### src/rtl/add_bias_pkg.sv
// Shared types and constants for the add_bias kernel and its write pipeline.
package add_bias_pkg;

  localparam int DATA_W = 32;

  typedef enum logic [1:0] {
    IDLE  = 2'd0,
    RUN   = 2'd1,
    DRAIN = 2'd2,
    DONE  = 2'd3
  } state_t;

endpackage

### src/rtl/add_bias_pipe.sv
// Two-stage write pipeline: stage 1 tracks read-data validity, stage 2 registers
// the biased result together with its write index.
module add_bias_pipe
  import add_bias_pkg::*;
#(
  parameter int ADDR_BITS = 6
) (
  input  logic                 ap_clk,
  input  logic                 ap_rst_n,
  input  logic                 rd_issue,
  input  logic [DATA_W-1:0]    rd_data,
  input  logic [DATA_W-1:0]    bias,
  input  logic [ADDR_BITS-1:0] wr_addr,
  output logic                 v1,
  output logic                 wr_valid,
  output logic [ADDR_BITS-1:0] wr_addr_q,
  output logic [DATA_W-1:0]    wr_data
);

  logic                 v1_r;
  logic                 wr_valid_r;
  logic [ADDR_BITS-1:0] wr_addr_r;
  logic [DATA_W-1:0]    wr_data_r;

  // Stage 1: high in the cycle the memory returns data for last cycle's read.
  always_ff @(posedge ap_clk or negedge ap_rst_n) begin
    if (!ap_rst_n) begin
      v1_r <= 1'b0;
    end else begin
      v1_r <= rd_issue;
    end
  end

  // Stage 2: registered write strobe, index and sum (carry out discarded).
  always_ff @(posedge ap_clk or negedge ap_rst_n) begin
    if (!ap_rst_n) begin
      wr_valid_r <= 1'b0;
      wr_addr_r  <= {ADDR_BITS{1'b0}};
      wr_data_r  <= {DATA_W{1'b0}};
    end else begin
      wr_valid_r <= v1_r;
      if (v1_r) begin
        wr_addr_r <= wr_addr;
        wr_data_r <= rd_data + bias;
      end else begin
        wr_addr_r <= wr_addr_r;
        wr_data_r <= wr_data_r;
      end
    end
  end

  assign v1        = v1_r;
  assign wr_valid  = wr_valid_r;
  assign wr_addr_q = wr_addr_r;
  assign wr_data   = wr_data_r;

endmodule

### src/rtl/add_bias_kernel.sv
// ap_ctrl_hs kernel: out_r[i] = in_r[i] + bias for i < min(len, depth), pipelined at II=1.
module add_bias_kernel
  import add_bias_pkg::*;
#(
  parameter int ADDR_BITS = 6
) (
  input  logic                 ap_clk,
  input  logic                 ap_rst_n,
  input  logic                 ap_start,
  output logic                 ap_done,
  output logic                 ap_idle,
  output logic                 ap_ready,
  input  logic [ADDR_BITS:0]   len,
  input  logic [DATA_W-1:0]    bias,
  output logic [ADDR_BITS-1:0] in_r_address0,
  output logic                 in_r_ce0,
  input  logic [DATA_W-1:0]    in_r_q0,
  output logic [ADDR_BITS-1:0] out_r_address0,
  output logic                 out_r_ce0,
  output logic                 out_r_we0,
  output logic [DATA_W-1:0]    out_r_d0
);

  localparam logic [ADDR_BITS:0]   DEPTH   = {1'b1, {ADDR_BITS{1'b0}}};
  localparam logic [ADDR_BITS:0]   LEN_ONE = {{ADDR_BITS{1'b0}}, 1'b1};
  localparam logic [ADDR_BITS-1:0] IDX_ONE = {{(ADDR_BITS-1){1'b0}}, 1'b1};

  state_t               state_r;
  state_t               state_s;
  logic [ADDR_BITS:0]   len_q_r;
  logic [DATA_W-1:0]    bias_q_r;
  logic [ADDR_BITS-1:0] rd_idx_r;
  logic [ADDR_BITS-1:0] wr_idx_r;
  logic                 rd_issue_s;
  logic                 last_rd_s;
  logic                 accept_s;
  logic                 v1_s;
  logic                 wr_valid_s;

  assign accept_s   = (state_r == IDLE) && ap_start;
  assign rd_issue_s = (state_r == RUN);
  assign last_rd_s  = rd_issue_s && ({1'b0, rd_idx_r} == (len_q_r - LEN_ONE));

  // Next-state logic; DRAIN ends once the final write is on the port.
  always_comb begin
    state_s = state_r;
    case (state_r)
      IDLE: begin
        if (ap_start) begin
          state_s = (len == {(ADDR_BITS+1){1'b0}}) ? DONE : RUN;
        end else begin
          state_s = IDLE;
        end
      end
      RUN: begin
        if (last_rd_s) begin
          state_s = DRAIN;
        end else begin
          state_s = RUN;
        end
      end
      DRAIN: begin
        if (!v1_s && wr_valid_s) begin
          state_s = DONE;
        end else begin
          state_s = DRAIN;
        end
      end
      DONE:    state_s = IDLE;
      default: state_s = IDLE;
    endcase
  end

  // State register, run parameters (sampled only on accept) and index counters.
  always_ff @(posedge ap_clk or negedge ap_rst_n) begin
    if (!ap_rst_n) begin
      state_r  <= IDLE;
      len_q_r  <= {(ADDR_BITS+1){1'b0}};
      bias_q_r <= {DATA_W{1'b0}};
      rd_idx_r <= {ADDR_BITS{1'b0}};
      wr_idx_r <= {ADDR_BITS{1'b0}};
    end else begin
      state_r <= state_s;
      if (accept_s) begin
        len_q_r  <= (len > DEPTH) ? DEPTH : len;
        bias_q_r <= bias;
        rd_idx_r <= {ADDR_BITS{1'b0}};
        wr_idx_r <= {ADDR_BITS{1'b0}};
      end else begin
        if (rd_issue_s) begin
          rd_idx_r <= rd_idx_r + IDX_ONE;
        end
        if (v1_s) begin
          wr_idx_r <= wr_idx_r + IDX_ONE;
        end
      end
    end
  end

  add_bias_pipe #(
    .ADDR_BITS (ADDR_BITS)
  ) u_pipe (
    .ap_clk    (ap_clk),
    .ap_rst_n  (ap_rst_n),
    .rd_issue  (rd_issue_s),
    .rd_data   (in_r_q0),
    .bias      (bias_q_r),
    .wr_addr   (wr_idx_r),
    .v1        (v1_s),
    .wr_valid  (wr_valid_s),
    .wr_addr_q (out_r_address0),
    .wr_data   (out_r_d0)
  );

  assign in_r_ce0      = rd_issue_s;
  assign in_r_address0 = rd_idx_r;
  assign out_r_ce0     = wr_valid_s;
  assign out_r_we0     = wr_valid_s;
  assign ap_ready      = last_rd_s;
  assign ap_done       = (state_r == DONE);
  assign ap_idle       = (state_r == IDLE);

endmodule

### config.mk
export PLATFORM = sky130hd
export DESIGN_NAME = add_bias_kernel
export DESIGN_NICKNAME = d
export VERILOG_FILES = /design/src/rtl/add_bias_pkg.sv /design/src/rtl/add_bias_pipe.sv /design/src/rtl/add_bias_kernel.sv
export SDC_FILE = /design/constraint.sdc
export NUM_CORES = 1
export LEC_CHECK = 0
export BUFFER_PORTS_ARGS = -buffer_cell sky130_fd_sc_hd__buf_4
export CORE_MARGIN = 2
export CORE_UTILIZATION = 35
export DETAILED_ROUTE_END_ITERATION = 6
export HOLD_SLACK_MARGIN = 0.03
export RECOVER_POWER = 100
export SLEW_MARGIN = 20
export SYNTH_ARGS = -nofsm -noshare
export SYNTH_HDL_FRONTEND = slang
export SYNTH_HIERARCHICAL = 1
export SYNTH_SLANG_ARGS = --single-unit
### constraint.sdc
create_clock -name ap_clk -period 2.95 [get_ports ap_clk]
set_input_delay 0 -clock ap_clk [delete_from_list [all_inputs] [get_ports ap_clk]]
set_output_delay 0 -clock ap_clk [all_outputs]
set_load 0.02 [all_outputs]
==> results.sh <==
export IMPL_status="finished with violations"
export IMPL_violations="capacitance limit, slew limit"
export IMPL_max_cap_viol_count=1
export IMPL_grt_pass1_vias=4858
export IMPL_initial_core_util=0.355
export IMPL_grt_ovfl_total=0
export IMPL_fin_skew_ns=0.00956
export IMPL_detail_route_wirelength_mm=14.7
export IMPL_power_total_mw=2.75
export IMPL_track_usage=0.177
export IMPL_port_buffer_count=123
export IMPL_synth_edff_count=0
export IMPL_cts_buffers=9
export IMPL_firstDrtPassIters=5
export IMPL_place_congestion=0.891
export IMPL_yosys_warnings=6
export IMPL_drt_initial_drc_count=252
export IMPL_ioPinCount=124
export IMPL_syn_nets=702
export IMPL_endpoint_kind="flop"
export IMPL_sequentialPowerShare=0.466
export IMPL_drc_errors=0
export IMPL_startpoint_type="flop"
export IMPL_swShare=0.224
export IMPL_pwr_share_clk=0.441
export IMPL_fp_dieW_um=130
export IMPL_clockRootBuffer="clkbuf_16"
export IMPL_cp_data_required_time_ns=3.18
export IMPL_p_sw_mw=0.616
export IMPL_ir_worst_vdd_uv=240
export IMPL_total_leakage_power_nw=3.59
export IMPL_yosysTopAreaCell="dfrtp_1"
export IMPL_ys_async_sr_fraction=1.00
export IMPL_synth_seq_cells=93
export IMPL_finalSetupViolations=0
export IMPL_die_h_um=130
export IMPL_syn_to_final_growth_pct=29.9
export IMPL_preCtsSetupSlack_ns=0.126
export IMPL_nets=858
export IMPL_row_count=46
export IMPL_syn_area_per_cell_sq_um=9.41
export IMPL_tightestPinTransition_ns=1.61
export IMPL_slew_violations=48
export IMPL_relSlewSlack=-0.0747
export IMPL_crit_type="flop to flop"
export IMPL_clockBufferDepth=2
export IMPL_power_per_cell_area_nw_per_um2=380
export IMPL_via_count=4916
export IMPL_netlist_instances=593
export IMPL_hold_violations=0
export IMPL_final_common_cell="nand2_1"
export IMPL_yosys_top_cells_area="dfrtp_1, nand2_1, ha_1, mux2_2, xnor2_1"
export IMPL_cts_num_sinks=93
export IMPL_fmax_mhz=354
export IMPL_fin_crit_sh=0.959
export IMPL_wire_per_inst_um=15.2
export IMPL_hold_path_class="input pin to flop"
export IMPL_via_per_inst=5.07
export IMPL_pwr_share_comb=0.093
export IMPL_p_int_mw=2.14
export IMPL_antenna_cells=0
export IMPL_path_max_fanout=5
export IMPL_seq_area_frac_synth=0.417
export IMPL_finalCriticalPeriod_ns=2.83
export IMPL_drive_gt1_frac=0.180
export IMPL_grt_pass1_wl_mm=23.5
export IMPL_grt_max_degree=57
export IMPL_rsz0062_at_grt="false"
export IMPL_postLayoutCoreUtil=0.461
export IMPL_fp_dieArea_sq_um=17000
export IMPL_drt_antenna_violating_nets=0
export IMPL_h_tree_depth=3
export IMPL_fin_ws_ns=0.122
export IMPL_clk_pin_slew_worst_paths_ns=0.07
export IMPL_ys_types=69
export IMPL_clk_latency_ns=0.35
export IMPL_ys_flop_type="dfrtp_1"
export IMPL_arrival_ns=3.06
export IMPL_cts_setup_buffers=0
export IMPL_setup_tns_ns=0
export IMPL_synth_top_area_share=0.417
export IMPL_place_hpwl_mm=10.9
export IMPL_grt_antenna_before_repair=0
export IMPL_mostFrequentLayoutCells="nand2_1, dfrtp_1, buf_4, clkbuf_1, dlygate4sd3_1"
export IMPL_cts_tree="built"
export IMPL_synth_cell_area_sq_um=5580
export IMPL_core_sq_um=15700
-- metal layers --
| metal | share of wire | track usage | routed length, um | vias up |
|---|---|---|---|---|
| li1 | - | - | - | 2424 |
| met1 | 0.45 | 0.232 | 6680 | 2357 |
| met2 | 0.49 | 0.294 | 7190 | 119 |
| met3 | 0.041 | 0.0303 | 598 | 16 |
| met4 | 0.018 | 0.0689 | 261 | 0 |
| met5 | 0 | 0 | 0 | - |
-- layout make-up --
type	count	area [sq um]
Fill cell	1539	8460
Multi-Input combinational cell	462	3090
Sequential cell	93	2330
Timing Repair Buffer	172	1210
Tap cell	216	270
Clock buffer	12	267
Clock inverter	4	45.0
Inverter	11	41.3
-- through the flow --
step                instances  area [sq um]  hold WS, ns
finish                    970          7250       0.0640
global route              970          7250       0.0716
CTS                       970          7460       0.0555
detailed placement        911          6710        0.105
global placement          911          6710       0.0929
floorplan                 593          5580       -0.296
-- critical path: stages (launching register included) --
cell      delay [ns]
dfrtp_1         0.38
ha_1            0.24
fa_1            0.41
a21o_1          0.23
a221oi_4        0.30
o311a_4         0.27
o31ai_4         0.10
a41o_1          0.34
xor2_1          0.17
mux2_2          0.27
-- sequential cells by signal (all words and copies together) (netlist names) --
signal,cells
bias_q_r,32
in_r_address0,6
len_q_r,7
state_r,2
u_pipe/v1,1
u_pipe/wr_addr_q,6
u_pipe/wr_data,32
u_pipe/wr_valid,1
wr_idx_r,6
-- what timing repair did --
item	CTS	global route
resized for setup	0	1
endpoints found under the hold margin	95	0
hold buffers	43	0
setup endpoints to repair	0	2
-- cells by family after synthesis --
group | synth area share
flops | 0.417
mux | 0.0655
fa+ha+maj | 0.0798
xor+xnor | 0.0578
buf+inv | 0.0289
compound gates | 0.161
simple gates | 0.190
-- path summary, 6_finish.rpt --
check / slack, ns / depth (start not counted) / endpoint / start
max in group asynchronous: 0.89 / 3 / u_pipe/wr_data[21] / ap_rst_n
hold / removal: 0.06 / 3 / u_pipe/wr_data[1] / in_r_q0[1]
hold reg to reg: 0.48 / 2 / bias_q_r[4] / bias_q_r[4]
min in group asynchronous: 0.51 / 2 / bias_q_r[19] / ap_rst_n
setup / recovery: 0.12 / 9 / u_pipe/wr_data[22] / bias_q_r[0]
setup reg to reg: 0.12 / 9 / u_pipe/wr_data[22] / bias_q_r[0]
-- power groups by stage --
stage / Combinational (mW) / Sequential [mW] / Clock, mW
floorplan: 0.0840 / 1.31 / 0
global placement: 0.214 / 1.31 / 0
detailed placement: 0.217 / 1.31 / 0
CTS: 0.262 / 1.28 / 1.25
global route: 0.285 / 1.28 / 1.30
finish: 0.257 / 1.28 / 1.21
-- cells in the mapped netlist, types with 3 or more instances --
cell type	number
nand4_1	9
or3_1	3
o21ai_0	23
nand3_1	16
inv_1	11
nand3b_1	4
nor2_1	22
nor3_1	5
a211o_1	3
buf_1	4
clkbuf_1	19
a21oi_1	31
a221o_1	3
dfrtp_1	93
a21o_1	13
o211ai_1	3
mux2_2	28
or4_1	3
and3_1	6
o21bai_1	4
and2_1	6
o31ai_1	3
nand2_1	142
mux2i_1	5
buf_4	3
xnor2_1	19
nand2b_1	7
a31oi_1	5
xor2_1	16
ha_1	34
No activity file was read; power rests on OpenSTA's default activity.
